==> config.mk <==
export PLATFORM = sky130hd
export DESIGN_NAME = if_stage
export DESIGN_NICKNAME = d
export VERILOG_FILES = /design/src/rtl/if_stage.sv
export SDC_FILE = /design/constraint.sdc
export NUM_CORES = 1
export LEC_CHECK = 0
export ABC_AREA = 1
export BUFFER_PORTS_ARGS = -buffer_cell sky130_fd_sc_hd__buf_4
export CAP_MARGIN = 25
export CORE_MARGIN = 10
export CORE_UTILIZATION = 36
export DETAILED_ROUTE_END_ITERATION = 16
export GPL_ROUTABILITY_DRIVEN = 0
export HOLD_SLACK_MARGIN = 0.12
export SYNTH_ARGS = -nofsm -noshare
export SYNTH_HDL_FRONTEND = slang
export SYNTH_SLANG_ARGS = --single-unit
export TNS_END_PERCENT = 5
==> constraint.sdc <==
create_clock -name clock -period 3.22 [get_ports clock]
set_input_delay 0.322 -clock clock [delete_from_list [all_inputs] [get_ports clock]]
set_output_delay 0.322 -clock clock [all_outputs]
set_load 0.01 [all_outputs]
==> src/rtl/if_stage.sv <==
// Instruction-fetch stage: PC sequencing, variable-latency instruction memory handshake,
// load-use hold via a one-word skid buffer, and branch/jump redirect with response discard.
module if_stage #(
    parameter logic [31:0] RESET_PC = 32'h00000000,
    parameter logic [31:0] NOP_IR   = 32'h00000020
) (
    input  logic        clock,
    input  logic        reset_n,
    output logic        imem_req,
    output logic [31:0] imem_addr,
    input  logic        imem_ready,
    input  logic [31:0] imem_rdata,
    input  logic        stall,
    input  logic        redirect,
    input  logic [31:0] redirect_pc,
    output logic [31:0] ifid_ir,
    output logic [31:0] ifid_pc4,
    output logic        ifid_valid
);

    typedef enum logic [1:0] {
        IDLE = 2'd0,
        REQ  = 2'd1,
        HOLD = 2'd2,
        DROP = 2'd3
    } state_t;

    state_t      state_reg, state_next;
    logic [31:0] pc_reg, pc_next;
    logic [31:0] drop_addr_reg, drop_addr_next;
    logic [31:0] skid_reg, skid_next;
    logic [31:0] ir_reg, ir_next;
    logic [31:0] pc4_reg, pc4_next;
    logic        valid_reg, valid_next;

    logic [31:0] pc_plus4;
    logic [31:0] redirect_target;

    assign pc_plus4        = pc_reg + 32'd4;
    assign redirect_target = redirect_pc & ~32'd3;

    always_ff @(posedge clock or negedge reset_n) begin
        if (!reset_n) begin
            state_reg <= IDLE;
        end else begin
            state_reg <= state_next;
        end
    end

    always_comb begin
        state_next = state_reg;
        unique case (state_reg)
            IDLE: state_next = REQ;
            REQ: begin
                if (redirect) begin
                    state_next = imem_ready ? REQ : DROP;
                end else if (imem_ready) begin
                    state_next = stall ? HOLD : REQ;
                end
            end
            HOLD: begin
                if (redirect || !stall) begin
                    state_next = REQ;
                end
            end
            DROP: begin
                // A second redirect keeps discarding the original outstanding request.
                if (redirect) begin
                    state_next = DROP;
                end else if (imem_ready) begin
                    state_next = REQ;
                end
            end
            default: state_next = IDLE;
        endcase
    end

    always_comb begin
        imem_req  = (state_reg == REQ) || (state_reg == DROP);
        imem_addr = (state_reg == DROP) ? drop_addr_reg : pc_reg;
    end

    always_comb begin
        pc_next        = pc_reg;
        drop_addr_next = drop_addr_reg;
        skid_next      = skid_reg;
        ir_next        = ir_reg;
        pc4_next       = pc4_reg;
        valid_next     = valid_reg;

        if (state_reg != IDLE && redirect) begin
            pc_next    = redirect_target;
            ir_next    = NOP_IR;
            valid_next = 1'b0;
            skid_next  = '0;
            if (state_reg == REQ && !imem_ready) begin
                drop_addr_next = pc_reg;
            end
        end else begin
            unique case (state_reg)
                REQ: begin
                    if (imem_ready) begin
                        if (!stall) begin
                            ir_next    = imem_rdata;
                            pc4_next   = pc_plus4;
                            valid_next = 1'b1;
                            pc_next    = pc_plus4;
                        end else begin
                            skid_next = imem_rdata;
                        end
                    end else if (!stall) begin
                        ir_next    = NOP_IR;
                        valid_next = 1'b0;
                    end
                end
                HOLD: begin
                    if (!stall) begin
                        ir_next    = skid_reg;
                        pc4_next   = pc_plus4;
                        valid_next = 1'b1;
                        pc_next    = pc_plus4;
                    end
                end
                default: begin
                end
            endcase
        end
    end

    always_ff @(posedge clock or negedge reset_n) begin
        if (!reset_n) begin
            pc_reg        <= RESET_PC & ~32'd3;
            drop_addr_reg <= '0;
            skid_reg      <= '0;
            ir_reg        <= NOP_IR;
            pc4_reg       <= '0;
            valid_reg     <= 1'b0;
        end else begin
            pc_reg        <= pc_next;
            drop_addr_reg <= drop_addr_next;
            skid_reg      <= skid_next;
            ir_reg        <= ir_next;
            pc4_reg       <= pc4_next;
            valid_reg     <= valid_next;
        end
    end

    assign ifid_ir    = ir_reg;
    assign ifid_pc4   = pc4_reg;
    assign ifid_valid = valid_reg;

endmodule

==> impl_metrics.tcl <==
set metrics [dict create \
    setup_tns_ns 0 \
    antenna_left 0 \
    route.detailed.drc 0 \
    n_antenna_cell 0 \
    comb_power_share_pct 39.7 \
    grt_max_degree 120 \
    rsz0062_at_grt "no" \
    post_synth_num_cell_types 34 \
    dp_hpwl_um 16800 \
    synth_enable_flop_cells 0 \
    yosys-top-cells-count "nand2_1, dfrtp_1, o21ai_0" \
    grt_pass1_wl_um 39600 \
    finalCritPeriodShare_pct 75.8 \
    drive_gt1_share_pct 20.4 \
    cts-resized-gates 0 \
    cts_tree "done" \
    yosysMostFrequentCell "nand2_1" \
    fillCellCount 2213 \
    fin_ws_ns 0.779 \
    end_kind "output port" \
    synth.largest_area_cell "dfrtp_1" \
    max_slew.worst_pin.slew_ns 0.630 \
    core_um2 22000 \
    area_delta_synth_final_pct 26.5 \
    outcome "completed" \
    instances_no_fill 1490 \
    row_count 54 \
    first_pass_iters 5 \
    grt.total_usage_pct 17.0 \
    htreeDepth 4 \
    crit_path_start_kind "register" \
    min_path_type "primary input to register" \
    routedWlPerCell_um 16.5 \
    clk_path_buf_depth 2 \
    antenna_found_initial 0 \
    vias_per_cell 4.98 \
    power_w 0.00894 \
    ys_warn_count 0 \
    cap_violations 0 \
    crit_fanout 60 \
    clkPwrFrac_pct 23.1 \
    crit_arrival_ns 2.12 \
    syn_area_um2 8090 \
    place_inst 1439 \
    async_flop_share_pct 100 \
    max_freq_mhz 410 \
    ff2ff_setup_slack_ns 1.11 \
    synth_seq_area_share_pct 48.6 \
    crit_type "register to output port" \
    cp.required_ns 2.90 \
    fp.dieW_um 170 \
    io_pins 167 \
    syn_inst 1049 \
    ys.flop_type "dfrtp_1" \
    synth_top_area_share_pct 48.3 \
    synth_seq_cells 157 \
    fin_crit_ns 2.44 \
    insertion_delay_ns 0.43 \
    clk_transition_reported_paths_ns 0.07 \
    start_util_pct 36.8 \
    p_leak_nw 4.99 \
    avgSynthCellArea_um2 7.71 \
    switching_power_w 0.00357 \
    dpl_worst_slack_ns 1.09 \
    powerDensity_nw_per_um2 873 \
    port_buffers 160 \
    power_frac_seq_pct 37.1 \
    finClkSkew_ns 0.0116 \
    grt-ovfl-total 0 \
    cts-root-buf "clkbuf_16" \
    die_area_um2 28900 \
    first_global_vias 7381 \
    die-height_um 170 \
    p_sw_share_pct 40.0 \
    hold_violations 0 \
    vias 7414 \
    drt_iter0_drc 449 \
    vdd_ir_drop_max_uv 419 \
    intPower_w 0.00537 \
    fin_nets 1267 \
    relSlewSlack_pct 57.9 \
    ys_top_cells_by_area "dfrtp_1, nand2_1, o21ai_0" \
    cts_sinks 157 \
    finalSetupViolations 0 \
    totalWireLength_um 24600 \
    cts-buffers-inserted 17 \
    maxSlewViolCount 0 \
]
power by group through the flow:
stage	registers, W	clock network, W	logic, W
floorplan	0.00333	0	0.00202
global placement	0.00333	0	0.00353
detailed placement	0.00334	0	0.00358
CTS	0.00332	0.00211	0.00361
global route	0.00344	0.00220	0.00404
finish	0.00332	0.00207	0.00355
logic make-up (layout without fill, tap and decap cells):
group / count (synthesis) / count (layout) / share of synthesized area (%)
AND/OR/NAND/NOR: 516 / 516 / 25.9
buffers and inverters: 120 / 278 / 6.85
flip-flops: 157 / 157 / 48.6
AO/OA/AOI/OAI: 247 / 247 / 17.7
adder cells (fa/ha/maj): 1 / 1 / 0.155
other: 1 / 4 / 0.0464
XOR/XNOR: 7 / 7 / 0.758
per-stage QoR:
| step | hold WS [ns] | instance area, µm² | utilization (%) |
|---|---|---|---|
| 4_1_cts | 0.120 | 10200 | 46.5 |
| 5_1_grt | 0.128 | 10200 | 46.6 |
| 6_report | 0.132 | 10200 | 46.6 |
| 3_5_place_dp | 0.471 | 9430 | 42.9 |
| 3_3_place_gp | 0.466 | 9430 | 42.9 |
| 2_1_floorplan | 0.0264 | 8100 | - |
metal layers:
metal | up-vias | part of all wire (%) | GRT usage [%]
met4 | 0 | 1.0 | 4.39
met2 | 200 | 47 | 26.5
li1 | 3728 | - | -
met1 | 3469 | 45 | 22.7
met5 | - | 0 | 0
met3 | 17 | 7.1 | 4.70
final timing paths:
kind	start	endpoint	cells after the start
max reg2reg	state_reg[0]$_DFFE_PN0P_	pc_reg[6]$_DFFE_PN0P_	8
min in group asynchronous	reset_n	drop_addr_reg[3]$_DFFE_PN0P_	2
min reg2reg	ifid_pc4[27]$_DFFE_PN0P_	ifid_pc4[27]$_DFFE_PN0P_	2
min	imem_rdata[13]	skid_reg[13]$_DFFE_PN0P_	3
max in group asynchronous	reset_n	ifid_ir[5]$_DFFE_PN1P_	4
max	state_reg[0]$_DFFE_PN0P_	imem_addr[31]	5
timing repair:
| action | in CTS | in global routing |
|---|---|---|
| hold endpoints to repair | 114 | 0 |
| hold buffers | 18 | 0 |
| setup buffers | 0 | 0 |
layout make-up:
cell class / instances / area [µm²] / area share [%]
inverter: 52 / 199 / 1.94
clock inverter: 14 / 158 / 1.54
timing repair buffer: 194 / 1540 / 15.0
multi-input combinational: 775 / 3620 / 35.4
tap: 280 / 350 / 3.42
clock buffer: 18 / 439 / 4.29
sequential: 157 / 3930 / 38.4
cell usage in the layout, fill, tap and decap left out, types with 18 or more instances in the layout:
| master | synthesis | layout |
|---|---|---|
| o21ai_0 | 152 | 152 |
| nand2_1 | 326 | 326 |
| a21oi_1 | 33 | 32 |
| dlygate4sd3_1 | 0 | 18 |
| nand3_1 | 68 | 68 |
| inv_1 | 44 | 44 |
| buf_4 | 6 | 173 |
| dfrtp_1 | 156 | 156 |
| nor2_1 | 109 | 109 |
worst max-delay path, stage by stage (launching register included):
cell and delay, ns:
dfrtp_1 0.56, nand2_1 0.10, clkinv_1 0.07, buf_4 0.46, o21ai_0 0.28, buf_4 0.21
No activity file was read; power rests on OpenSTA's default activity.
